### src/rtl/rvx_trace_capture_buffer.sv
// Multi-channel triggered trace buffer: circular pre-trigger window, programmable
// post-trigger length, sample timestamp and a registered oldest-first read port.
module rvx_trace_capture_buffer #(
  parameter int WIDTH        = 8,
  parameter int NUM_CHANNEL  = 2,
  parameter int DEPTH        = 16,
  parameter int BW_TIMESTAMP = 16,
  localparam int BW_INDEX    = (DEPTH > 2) ? $clog2(DEPTH) : 1
) (
  input  logic                         clk,
  input  logic                         rst,
  input  logic                         arm,
  input  logic                         abort,
  input  logic                         sample_valid,
  input  logic [NUM_CHANNEL*WIDTH-1:0] sample_data,
  input  logic [NUM_CHANNEL-1:0]       channel_mask,
  input  logic                         trigger,
  input  logic [BW_INDEX-1:0]          pre_trigger_num,
  output logic [1:0]                   state,
  output logic                         is_done,
  output logic [BW_INDEX:0]            entry_count,
  output logic [BW_INDEX-1:0]          trigger_index,
  output logic                         overflow,
  output logic [BW_TIMESTAMP-1:0]      sample_total,
  input  logic [BW_INDEX-1:0]          rindex,
  output logic [NUM_CHANNEL*WIDTH-1:0] rdata
);

  localparam int DW = NUM_CHANNEL * WIDTH;
  localparam int AW = BW_INDEX + 2;
  localparam logic [BW_INDEX:0]   DEPTH_C = (BW_INDEX + 1)'(DEPTH);
  localparam logic [BW_INDEX-1:0] LAST_C  = BW_INDEX'(DEPTH - 1);
  localparam logic [AW-1:0]       DEPTH_W = AW'(DEPTH);

  typedef enum logic [1:0] {IDLE = 2'd0, ARMED = 2'd1, POST = 2'd2, DONE = 2'd3} state_t;

  state_t              st;
  logic [DW-1:0]       mem [DEPTH];
  logic [BW_INDEX-1:0] wptr;
  logic [BW_INDEX-1:0] p_lat;
  logic [BW_INDEX-1:0] post_left;
  logic [DW-1:0]       wdata;
  logic [DW-1:0]       rd_value;
  logic [AW-1:0]       oldest_w;
  logic [AW-1:0]       addr_w;
  logic [BW_INDEX-1:0] rd_addr;
  logic                accept;

  assign state   = st;
  assign is_done = (st == DONE);
  assign accept  = sample_valid && !abort && ((st == ARMED) || (st == POST));

  always_comb begin
    wdata = '0;
    for (int c = 0; c < NUM_CHANNEL; c++)
      if (channel_mask[c]) wdata[c*WIDTH +: WIDTH] = sample_data[c*WIDTH +: WIDTH];
  end

  // Logical index -> physical slot, oldest entry sits entry_count slots behind wptr.
  always_comb begin
    oldest_w = AW'(wptr) + DEPTH_W - AW'(entry_count);
    if (oldest_w >= DEPTH_W) oldest_w = oldest_w - DEPTH_W;
    addr_w = oldest_w + AW'(rindex);
    if (addr_w >= DEPTH_W) addr_w = addr_w - DEPTH_W;
    rd_addr  = addr_w[BW_INDEX-1:0];
    rd_value = ({1'b0, rindex} >= entry_count) ? '0 : mem[rd_addr];
  end

  always_ff @(posedge clk) begin
    if (accept && !rst) mem[wptr] <= wdata;
  end

  always_ff @(posedge clk) begin
    if (rst) begin
      st            <= IDLE;
      wptr          <= '0;
      entry_count   <= '0;
      trigger_index <= '0;
      overflow      <= 1'b0;
      sample_total  <= '0;
      p_lat         <= '0;
      post_left     <= '0;
      rdata         <= '0;
    end else begin
      rdata <= rd_value;
      if (accept) begin
        wptr         <= (wptr == LAST_C) ? '0 : wptr + 1'b1;
        sample_total <= sample_total + 1'b1;
        if (entry_count == DEPTH_C) overflow <= 1'b1;
        else entry_count <= entry_count + 1'b1;
      end
      if (abort) begin
        st <= IDLE;
      end else begin
        case (st)
          IDLE, DONE: begin
            if (arm) begin
              st            <= ARMED;
              wptr          <= '0;
              entry_count   <= '0;
              overflow      <= 1'b0;
              sample_total  <= '0;
              trigger_index <= '0;
              p_lat         <= pre_trigger_num;
            end
          end
          ARMED: begin
            if (sample_valid && trigger) begin
              // entry_count saturates at DEPTH > P, so min(entry_count, P) == min(K, P)
              trigger_index <= (entry_count >= {1'b0, p_lat}) ? p_lat : entry_count[BW_INDEX-1:0];
              post_left     <= LAST_C - p_lat;
              st            <= (p_lat == LAST_C) ? DONE : POST;
            end
          end
          POST: begin
            if (sample_valid) begin
              post_left <= post_left - 1'b1;
              if (post_left == BW_INDEX'(1)) st <= DONE;
            end
          end
          default: st <= IDLE;
        endcase
      end
    end
  end

endmodule

### config.mk
export PLATFORM = sky130hd
export DESIGN_NAME = rvx_trace_capture_buffer
export DESIGN_NICKNAME = d
export VERILOG_FILES = /design/src/rtl/rvx_trace_capture_buffer.sv
export SDC_FILE = /design/constraint.sdc
export NUM_CORES = 1
export LEC_CHECK = 0
export ABC_AREA = 0
export ABC_CLOCK_PERIOD_IN_PS = 7800
export CORE_ASPECT_RATIO = 0.8
export CORE_MARGIN = 5
export CORE_UTILIZATION = 55
export CTS_CLUSTER_DIAMETER = 40
export DETAILED_ROUTE_END_ITERATION = 8
export PLACE_DENSITY = 0.79
export REMOVE_ABC_BUFFERS = 1
export SYNTH_ARGS = -nofsm -noshare
export SYNTH_HDL_FRONTEND = slang
export SYNTH_SLANG_ARGS = --single-unit
export TNS_END_PERCENT = 50
### constraint.sdc
create_clock -name clk -period 7.8 [get_ports clk]
set_clock_uncertainty 0.2 [all_clocks]
set_input_delay 0.78 -clock clk [delete_from_list [all_inputs] [get_ports clk]]
set_output_delay 0.78 -clock clk [all_outputs]
set_load 0.05 [all_outputs]
==> results of run 1 <==
-- cell usage in the layout (no fill, tap or decap), types with 21 or more instances in the layout --
cell,netlist,layout
a211oi_1,30,30
and2_1,33,33
clkbuf_16,0,37
clkdlybuf4s50_1,0,76
dfxtp_1,56,56
edfxtp_1,256,256
ha_1,26,25
inv_1,21,21
mux2i_1,26,26
mux4_2,64,64
nand2_1,27,27
nor2_1,33,33
-- per-layer routing --
| metal | global-route usage (%) | part of all wire (%) |
|---|---|---|
| met5 | 0 | 0 |
| met4 | 5.674 | 2.2 |
| met3 | 3.823 | 7.6 |
| met2 | 35.31 | 52 |
| met1 | 27.10 | 39 |
-- Yosys cell counts, types with 4 or more instances --
| master | n | area (um2) |
|---|---|---|
| nand3_1 | 4 | 20.02 |
| buf_2 | 11 | 55.05 |
| edfxtp_1 | 256 | 7687 |
| nor2_1 | 33 | 123.9 |
| nor3_1 | 9 | 45.04 |
| a211oi_1 | 30 | 225.2 |
| dfxtp_1 | 56 | 1121 |
| a21oi_1 | 16 | 80.08 |
| buf_6 | 8 | 90.09 |
| nand4_1 | 9 | 56.30 |
| and3_1 | 4 | 25.02 |
| and2_1 | 33 | 206.5 |
| mux4_2 | 64 | 1441 |
| xor2_1 | 13 | 113.9 |
| nor2b_1 | 17 | 106.4 |
| inv_1 | 21 | 78.83 |
| nand2_1 | 27 | 101.4 |
| mux2i_1 | 26 | 260.3 |
| clkbuf_1 | 11 | 41.29 |
| o21ai_0 | 11 | 55.05 |
| nand2b_1 | 4 | 25.02 |
| xnor2_1 | 6 | 52.55 |
| ha_1 | 26 | 325.3 |
-- registers in the layout (all words and copies together), names as in the netlist --
name,flops
post_left,4
p_lat,4
mem,256
overflow,1
sample_total,16
state,2
wptr,4
entry_count,5
rdata,16
trigger_index,4
-- power groups by stage --
stage / registers, mW / logic (mW) / clock network, mW
6_report: 1.82 / 0.383 / 1.65
3_5_place_dp: 1.86 / 0.383 / 0
3_3_place_gp: 1.86 / 0.367 / 0
4_1_cts: 1.82 / 0.386 / 1.67
2_1_floorplan: 1.89 / 0.259 / 0
5_1_grt: 1.83 / 0.412 / 1.75
-- final cells by class --
| cell class | instances | share of cell area, % |
|---|---|---|
| multi-input cells | 367 | 24.54 |
| inverters | 21 | 0.5293 |
| clock buffers | 44 | 6.393 |
| flip-flops and latches | 312 | 59.14 |
| repair buffers | 80 | 5.310 |
| diodes | 1 | 0.01680 |
| clock inverters | 18 | 1.495 |
| well taps | 306 | 2.571 |
-- stage by stage --
stage | total power [mW] | cell area [um2] | cells | setup slack, ns
floorplan | 2.145 | 12510 | 700 | 2.703
global placement | 2.225 | 13720 | 1086 | 3.677
detailed placement | 2.243 | 13720 | 1086 | 3.618
CTS | 3.882 | 14890 | 1148 | 3.778
global route | 3.990 | 14890 | 1149 | 3.588
finish | 3.861 | 14890 | 1149 | 3.803
-- cell families after synthesis --
| kind of cell | synth area share [%] |
|---|---|
| simple gates | 6.375 |
| flops | 69.26 |
| compound gates | 4.221 |
| mux | 13.38 |
| buf+inv | 2.263 |
| xor+xnor | 1.623 |
| fa+ha+maj | 2.873 |
-- how the worst max path moves through the flow --
stage	startpoint	to	slack, ns	depth (start not counted)
after detailed placement	rindex[0]	rdata[6]$_SDFF_PP0_	3.62	7
after global routing	entry_count[0]$_SDFF_PP0_	rdata[1]$_SDFF_PP0_	3.59	10
final	entry_count[0]$_SDFF_PP0_	rdata[1]$_SDFF_PP0_	3.80	10
after CTS	entry_count[0]$_SDFF_PP0_	rdata[1]$_SDFF_PP0_	3.78	10
after floorplan	entry_count[0]$_SDFF_PP0_	rdata[0]$_SDFF_PP0_	2.70	9
after global placement	rindex[0]	rdata[15]$_SDFF_PP0_	3.68	7
-- worst max-delay path: cells and delay by family (launching register included) --
family                     cells  cell delay, ns
and+or+nand+nor                1            0.15
AOI/OAI and AO/OA              2            0.42
muxes                          1            0.43
buffers and inverters          3            0.85
DFF                            1            0.53
adders and majority gates      3            1.24
==> impl_metrics.yaml, run 1 <==
floorplan:
  num_io_pins: 77
  dieHeight_um: 146.0
  initial_core_util_pct: 56.21
  fp.coreArea_um2: 22620
  die-area_um2: 26280
  rows: 49
  die_x_um: 180.0
power:
  ir_drop_mv: 0.1443
  clockPowerShare_pct: 42.8
  net-switching-power_uw: 868.8
  power_density_nw_per_um2: 259.2
  p_sw_share_pct: 22.50
  p_comb_share_pct: 9.9
  seqPwrFrac_pct: 47.3
  p_leak_nw: 4.874
  internal_power_mw: 2.992
clock_network:
  holdBufCountCts: 0
  cts_resized: 0
  root_buffer: "clkbuf_16"
  cts_tree: "done"
  cts_sinks: 312
  insertion_delay_ns: 0.50
  cts_max_level: 2
  clk_pin_slew_ns: 0.06
  cts_buffers: 35
  clockBufferDepth: 3
  post_cts_buffers: 0
logic_synthesis:
  ys_types: 46
  synth_warnings: 0
  ys_seq_area_share_pct: 69.26
  synth_cells: 733
  async_flop_share_pct: 0
  netlist_area_um2: 12720
  postSynthAreaPerCell_um2: 17.35
  synth_ff_type: "edfxtp_1"
  ys_seq_elements: 312
  synth_edf_count: 256
route:
  drtIter0Drc: 702
  ant_nets: 0
  wirelength_um: 27010
  wire_per_inst_um: 23.51
  viasPerCell: 6.009
  num_vias: 6904
  drc_errors: 0
  dr.pass1.iters: 5
status:
  outcome: "finished clean"
placed_design:
  dp_hpwl_um: 15220
  gp_congestion: 0.8351
  port_buffers: 76
cells_and_area:
  nNetsFinal: 877
  final_core_util_pct: 65.83
  seqCellArea_um2: 8808
  area_delta_synth_final_pct: 17.11
  fillers: 1449
  drive_above_1_share_pct: 15.44
  multi_input_area_um2: 3655
setup_path:
  cp-start-kind: "register"
  worst_ep_required_time_ns: 7.93
  rr_worst_depth: 10
  slowest_delay_ns: 0.72
  crit_chain: "ha_1 -> inv_1 -> fa_1 -> inv_1 -> fa_2 -> buf_4 -> mux4_2 -> nor2b_1 -> a211oi_1 -> a211oi_1"
  r2r-end: "rdata[1]$_SDFF_PP0_"
  crit_arrival_ns: 4.13
  critPathCaptureType: "register"
  cp_max_fo: 64
  rr_startpoint: "entry_count[0]$_SDFF_PP0_"
  critPathKind: "register to register"
  r2r_slack_ns: 3.80
  crit_path_top_delay_cell: "buf_4"
sta:
  holdWs_ns: 0.2707
  maxSlewHeadroom_pct: 16.07
  rsz0062_at_grt: "no"
  period_minus_slack_ns: 3.997
  report.final.slew_viol_count: 0
  final-setup-viol-count: 0
  worst_pin_slew_ns: 1.259
  finalSetupTns_ns: 0
  fmaxAchievable_mhz: 250.2
  hold_viol_final: 0
  period_share_pct: 51.25
hold_path:
  holdPathEnd: "trigger_index[2]$_SDFFE_PP0P_"
  min_from: "trigger_index[2]$_SDFFE_PP0P_"
  hp-class: "register to register"
  whs_path_depth: 2
grt:
  overflow: 0
  grt_start_max_net_pins: 65
  grtUsageTotal_pct: 20.49
  grt_pass1_wl_um: 41440
  grt_pass1_vias: 7012
  antenna_found_initial: 1
flow_run:
  maxCapViolCount: 0
Note: power is estimated with default switching activity, not from simulation.
==> inputs of run 2 (changes only) <==
--- a/config.mk
+++ b/config.mk
@@ -6,10 +6,10 @@
 export NUM_CORES = 1
 export LEC_CHECK = 0
 export ABC_AREA = 0
-export ABC_CLOCK_PERIOD_IN_PS = 7800
+export ABC_CLOCK_PERIOD_IN_PS = 3300
 export CORE_ASPECT_RATIO = 0.8
 export CORE_MARGIN = 5
-export CORE_UTILIZATION = 55
+export CORE_UTILIZATION = 53
 export CTS_CLUSTER_DIAMETER = 40
 export DETAILED_ROUTE_END_ITERATION = 8
 export PLACE_DENSITY = 0.79
==> constraint.sdc (replaced) <==
create_clock -name clk -period 3.3 [get_ports clk]
set_clock_uncertainty 0.2 [all_clocks]
set_input_delay 0.33 -clock clk [delete_from_list [all_inputs] [get_ports clk]]
set_output_delay 0.33 -clock clk [all_outputs]
set_load 0.05 [all_outputs]
==> run 2 against run 1 <==
Fmax is 26% higher. Global-route usage rose by 0.084 points. Critical endpoint unchanged. Utilization fell by 0.40 points. Sequential power is 140% higher. Power up 150%. Cell count increased by 3.9%. Die area rose by 3.5%. Combinational power rose to 2.6 times the previous value. Non-clock buffer count increased by 36. Clock power rose to 2.5 times the previous value. Final area rose by 3.4%. Count of clock-buffer cells in the layout down 4. Highest routed layer unchanged.
==> impl_metrics.yaml, run 2 (synthesized netlist as in run 1, its figures left out) <==
clock_network:
  root_buffer: "clkbuf_16"
  cts_buffers: 36
  insertion_delay_ns: 0.52
  clk_pin_slew_ns: 0.06
  post_cts_buffers: 0
  cts_resized: 0
  cts_sinks: 312
  holdBufCountCts: 0
  clockBufferDepth: 3
  cts_tree: "done"
  cts_max_level: 2
power:
  p_leak_nw: 5.162
  ir_drop_mv: 0.3137
  p_total_mw: 9.499
  power_density_nw_per_um2: 617.1
grt:
  overflow: 0
  grtUsageTotal_pct: 20.58
  grt_pass1_wl_um: 42360
  antenna_found_initial: 0
  grt_start_max_net_pins: 49
  grt_pass1_vias: 7179
status:
  outcome: "finished clean"
cells_and_area:
  layout_commonest_cell: "edfxtp_1"
  area_delta_synth_final_pct: 21.04
  largest_register_ffs: 256
  diodes: 0
  final_core_util_pct: 65.44
  layout_common_cells: "256 x edfxtp_1, 76 x clkdlybuf4s50_1, 64 x mux4_2"
  largestRegisters: "mem (256), rdata (16), sample_total (16)"
  drive_above_1_share_pct: 20.18
  top_register: "mem"
  nNetsFinal: 914
placed_design:
  port_buffers: 76
  dp_hpwl_um: 15030
  gp_congestion: 0.7877
setup_path:
  cp_max_fo: 14
  rr_startpoint: "wptr[0]$_SDFF_PP0_"
  crit_arrival_ns: 3.34
  critPathCaptureType: "register"
  r2r-end: "rdata[1]$_SDFF_PP0_"
  cp-start-kind: "register"
  rr_worst_depth: 12
  worst_ep_required_time_ns: 3.47
  r2r_slack_ns: 0.13
  critPathKind: "register to register"
hold_path:
  whs_path_depth: 3
  hp-class: "primary input to register"
  holdPathEnd: "p_lat[3]$_SDFFE_PP0P_"
  min_from: "pre_trigger_num[3]"
route:
  drc_errors: 0
  drtIter0Drc: 630
  wirelength_um: 27450
  viasPerCell: 5.822
  wire_per_inst_um: 22.99
  num_vias: 6951
  dr.pass1.iters: 5
  ant_nets: 0
sta:
  final-setup-viol-count: 0
  period_share_pct: 96.06
  report.final.slew_viol_count: 0
  fmaxAchievable_mhz: 315.5
  maxSlewHeadroom_pct: 56.09
  worst_pin_slew_ns: 0.6495
  hold_viol_final: 0
  rsz0062_at_grt: "no"
  period_minus_slack_ns: 3.170
  finalSetupTns_ns: 0
floorplan:
  initial_core_util_pct: 54.06
  num_io_pins: 77
  dieHeight_um: 148.6
  rows: 50
  fp.coreArea_um2: 23520
  die_x_um: 183.2
  die-area_um2: 27210
flow_run:
  maxCapViolCount: 0
run 2: changes by cell type in the layout (fill, tap and decap cells not counted), sizes merged:
cell / change
clkbuf: -4
inv: +7
bufinv: +1
clkinv: -1
buf: +36
clkinvlp: +1
diode: -1
run 2: critical path: stages, from the launching register on:
cell      delay (ns)
dfxtp_1         0.31
inv_1           0.07
ha_1            0.14
inv_1           0.05
fa_1            0.51
inv_1           0.07
fa_2            0.60
buf_12          0.18
buf_12          0.16
mux4_2          0.28
nor2b_1         0.14
a211oi_1        0.22
a211oi_1        0.10
run 2: layout make-up:
type / count / area, um2
Tap cell: 312 / 390.4
Clock buffer: 40 / 947.2
Sequential cell: 312 / 8808
Fill cell: 1600 / 8130
Inverter: 21 / 78.83
Timing Repair Buffer: 116 / 1174
Multi-Input combinational cell: 367 / 3659
Clock inverter: 26 / 335.3
run 2: power breakdown:
part	internal [mW]	leakage, nW	switching (mW)	total [mW]
sequential	4.29	2.73	0.0244	4.31
clock	2.54	0.628	1.67	4.20
combinational	0.466	1.81	0.521	0.987
run 2: per-layer routing:
| metal | wire, um | global-route usage [%] | up-vias | part of all wire [%] |
|---|---|---|---|---|
| met2 | 13720 | 33.72 | 278 | 50 |
| met1 | 11400 | 28.90 | 3509 | 42 |
| li1 | - | - | 3124 | - |
| met3 | 1865 | 3.423 | 40 | 6.8 |
| met5 | 0 | 0 | - | 0 |
| met4 | 467 | 5.994 | 0 | 1.7 |
run 2: metrics by stage:
stage	instances	hold WS, ns	area, um2	setup slack, ns
2_1_floorplan	700	0.1991	12510	-1.797
3_3_place_gp	1128	0.2394	14110	0.2241
3_5_place_dp	1128	0.2451	14110	0.1838
4_1_cts	1194	0.2021	15390	0.1081
5_1_grt	1194	0.2564	15390	0.004038
6_report	1194	0.2212	15390	0.1301
run 2: worst max path at each step:
stage                                          from             endpoint  slack [ns]
final                            wptr[0]$_SDFF_PP0_  rdata[1]$_SDFF_PP0_        0.13
after detailed placement         wptr[0]$_SDFF_PP0_  rdata[1]$_SDFF_PP0_        0.18
after global placement           wptr[0]$_SDFF_PP0_  rdata[1]$_SDFF_PP0_        0.22
after floorplan           entry_count[0]$_SDFF_PP0_  rdata[0]$_SDFF_PP0_       -1.80
after global routing             wptr[0]$_SDFF_PP0_  rdata[1]$_SDFF_PP0_       0.004
after CTS                        wptr[0]$_SDFF_PP0_  rdata[1]$_SDFF_PP0_        0.11
==> inputs of run 3 (changes only) <==
--- a/config.mk
+++ b/config.mk
@@ -9,10 +9,10 @@
 export ABC_CLOCK_PERIOD_IN_PS = 3300
 export CORE_ASPECT_RATIO = 0.8
 export CORE_MARGIN = 5
-export CORE_UTILIZATION = 53
+export CORE_UTILIZATION = 50
 export CTS_CLUSTER_DIAMETER = 40
 export DETAILED_ROUTE_END_ITERATION = 8
-export PLACE_DENSITY = 0.79
+export PLACE_DENSITY = 0.76
 export REMOVE_ABC_BUFFERS = 1
 export SYNTH_ARGS = -nofsm -noshare
 export SYNTH_HDL_FRONTEND = slang
==> run 3 against run 2 <==
First-iteration DRC count fell by 5.1%. Non-clock buffer count rose by 2. Global-route usage fell by 1.9 points. Critical path type unchanged.
==> impl_metrics.yaml, run 3 (synthesized netlist as in run 1, its figures left out) <==
route:
  drtIter0Drc: 598
  viasPerCell: 5.727
  num_vias: 6895
  drc_errors: 0
  wire_per_inst_um: 22.15
  dr.pass1.iters: 5
  ant_nets: 0
  wirelength_um: 26670
power:
  p_sw_share_pct: 22.87
  seqPwrFrac_pct: 47.9
  ir_drop_mv: 0.4253
  clockPowerShare_pct: 41.5
  p_leak_nw: 5.078
  internal_power_mw: 6.952
  power_density_nw_per_um2: 591.7
  net-switching-power_mw: 2.061
  p_comb_share_pct: 10.7
setup_path:
  critPathCaptureType: "register"
  worst_ep_required_time_ns: 3.49
  r2r-end: "rdata[12]$_SDFF_PP0_"
  startpoint: "wptr[0]$_SDFF_PP0_"
  cp-start-kind: "register"
  crit_chain: "inv_1 -> ha_1 -> inv_1 -> fa_1 -> inv_1 -> fa_2 -> buf_12 -> mux4_2 -> nor2b_1 -> a211oi_1 -> a211oi_1"
  cp_common_cell: "inv_1"
  slowest_delay_ns: 0.64
  crit_arrival_ns: 3.33
  critPathKind: "register to register"
  rr_worst_depth: 11
  endpoint: "rdata[12]$_SDFF_PP0_"
  cp_max_fo: 26
  r2r_slack_ns: 0.16
  crit_path_top_delay_cell: "fa_2"
  rr_startpoint: "wptr[0]$_SDFF_PP0_"
sta:
  period_share_pct: 95.11
  hold_viol_final: 0
  rsz0062_at_grt: "no"
  final-setup-viol-count: 0
  holdWs_ns: 0.2428
  finalSetupTns_ns: 0
  period_minus_slack_ns: 3.139
  worst_pin_slew_ns: 0.5898
  report.final.slew_viol_count: 0
  fmaxAchievable_mhz: 318.6
  maxSlewHeadroom_pct: 60.68
placed_design:
  dp.cells: 1142
  gp_congestion: 0.7659
  port_buffers: 76
  place_area_um2: 14110
  dp_hpwl_um: 15650
clock_network:
  clockBufferDepth: 3
  holdBufCountCts: 0
  clk_pin_slew_ns: 0.06
  cts_sinks: 312
  cts_max_level: 2
  root_buffer: "clkbuf_16"
  cts_tree: "done"
  post_cts_buffers: 0
  insertion_delay_ns: 0.50
  cts_buffers: 35
  cts_resized: 0
grt:
  grt_pass1_wl_um: 41480
  grt_start_max_net_pins: 49
  antenna_found_initial: 1
  grtUsageTotal_pct: 18.70
  overflow: 0
  grt_pass1_vias: 6954
flow_run:
  maxCapViolCount: 0
cells_and_area:
  stdcell_count: 1204
  fin_area_um2: 15230
  multi_input_area_um2: 3659
  seqCellArea_um2: 8808
  layout_commonest_cell: "edfxtp_1"
  fillers: 1750
  layout_common_cells: "256 x edfxtp_1, 76 x clkdlybuf4s50_1, 64 x mux4_2"
  area_delta_synth_final_pct: 19.77
  largestRegisters: "mem (256), rdata (16), sample_total (16)"
  drive_above_1_share_pct: 19.20
  nNetsFinal: 915
  final_core_util_pct: 60.49
  largest_register_ffs: 256
  top_register: "mem"
  diodes: 0
floorplan:
  num_io_pins: 77
  dieHeight_um: 152.6
  rows: 52
  initial_core_util_pct: 50.51
  die-area_um2: 28740
  fp.coreArea_um2: 25180
  die_x_um: 188.3
status:
  outcome: "finished clean"
hold_path:
  hp-class: "primary input to register"
[run 3: changes by cell type in the layout (fill, tap and decap cells not counted), sizes merged]
cell	previous run	this run
buf	40	42
bufinv	5	3
clkbuf	40	42
clkinv	9	12
inv	31	24
[run 3: area by class of cell]
type / instances / share of cell area (%)
sequential: 312 / 57.83
clock inverter: 20 / 1.405
timing repair buffer: 118 / 7.640
multi-input combinational: 367 / 24.02
inverter: 21 / 0.5175
clock buffer: 42 / 5.923
tap: 324 / 2.662
[run 3: how the worst min path moves through the flow]
stage               depth (start not counted)                             to  slack [ns]                           from
floorplan                                   1     sample_total[0]$_SDFF_PP0_        0.20                            rst
global placement                            2  trigger_index[3]$_SDFFE_PP0P_        0.24  trigger_index[3]$_SDFFE_PP0P_
detailed placement                          2  trigger_index[2]$_SDFFE_PP0P_        0.25  trigger_index[2]$_SDFFE_PP0P_
CTS                                         3          p_lat[3]$_SDFFE_PP0P_        0.23             pre_trigger_num[3]
global route                                3          p_lat[3]$_SDFFE_PP0P_        0.24             pre_trigger_num[3]
finish                                      3          p_lat[3]$_SDFFE_PP0P_        0.24             pre_trigger_num[3]
[run 3: critical path, delay by kind of cell (launching register included)]
kind                       cells  cell delay, ns
adders and majority gates      3            1.29
buffers and inverters          4            0.41
AOI/OAI and AO/OA              2            0.34
DFF                            1            0.31
muxes                          1            0.30
and+or+nand+nor                1            0.14
[run 3: power groups by stage]
stage	Combinational (mW)	Sequential (mW)	Clock [mW]
floorplan	0.612	4.46	0
global placement	0.942	4.40	0
detailed placement	0.961	4.40	0
CTS	0.971	4.31	3.79
global route	1.04	4.31	3.98
finish	0.960	4.31	3.74
[run 3: metrics by stage]
stage                     worst slack (ns)  power (mW)
after floorplan                     -1.797       5.070
after global placement              0.2353       5.338
after detailed placement            0.1678       5.357
after CTS                           0.1528       9.071
after global routing               0.02582       9.338
final                               0.1613       9.013
[run 3: layer usage]
| layer | GRT usage (%) | up-vias | share of wire, % |
|---|---|---|---|
| met2 | 30.46 | 234 | 49 |
| li1 | - | 3113 | - |
| met1 | 26.30 | 3505 | 42 |
| met5 | 0 | - | 0 |
| met3 | 3.481 | 43 | 6.8 |
| met4 | 5.029 | 0 | 2.0 |
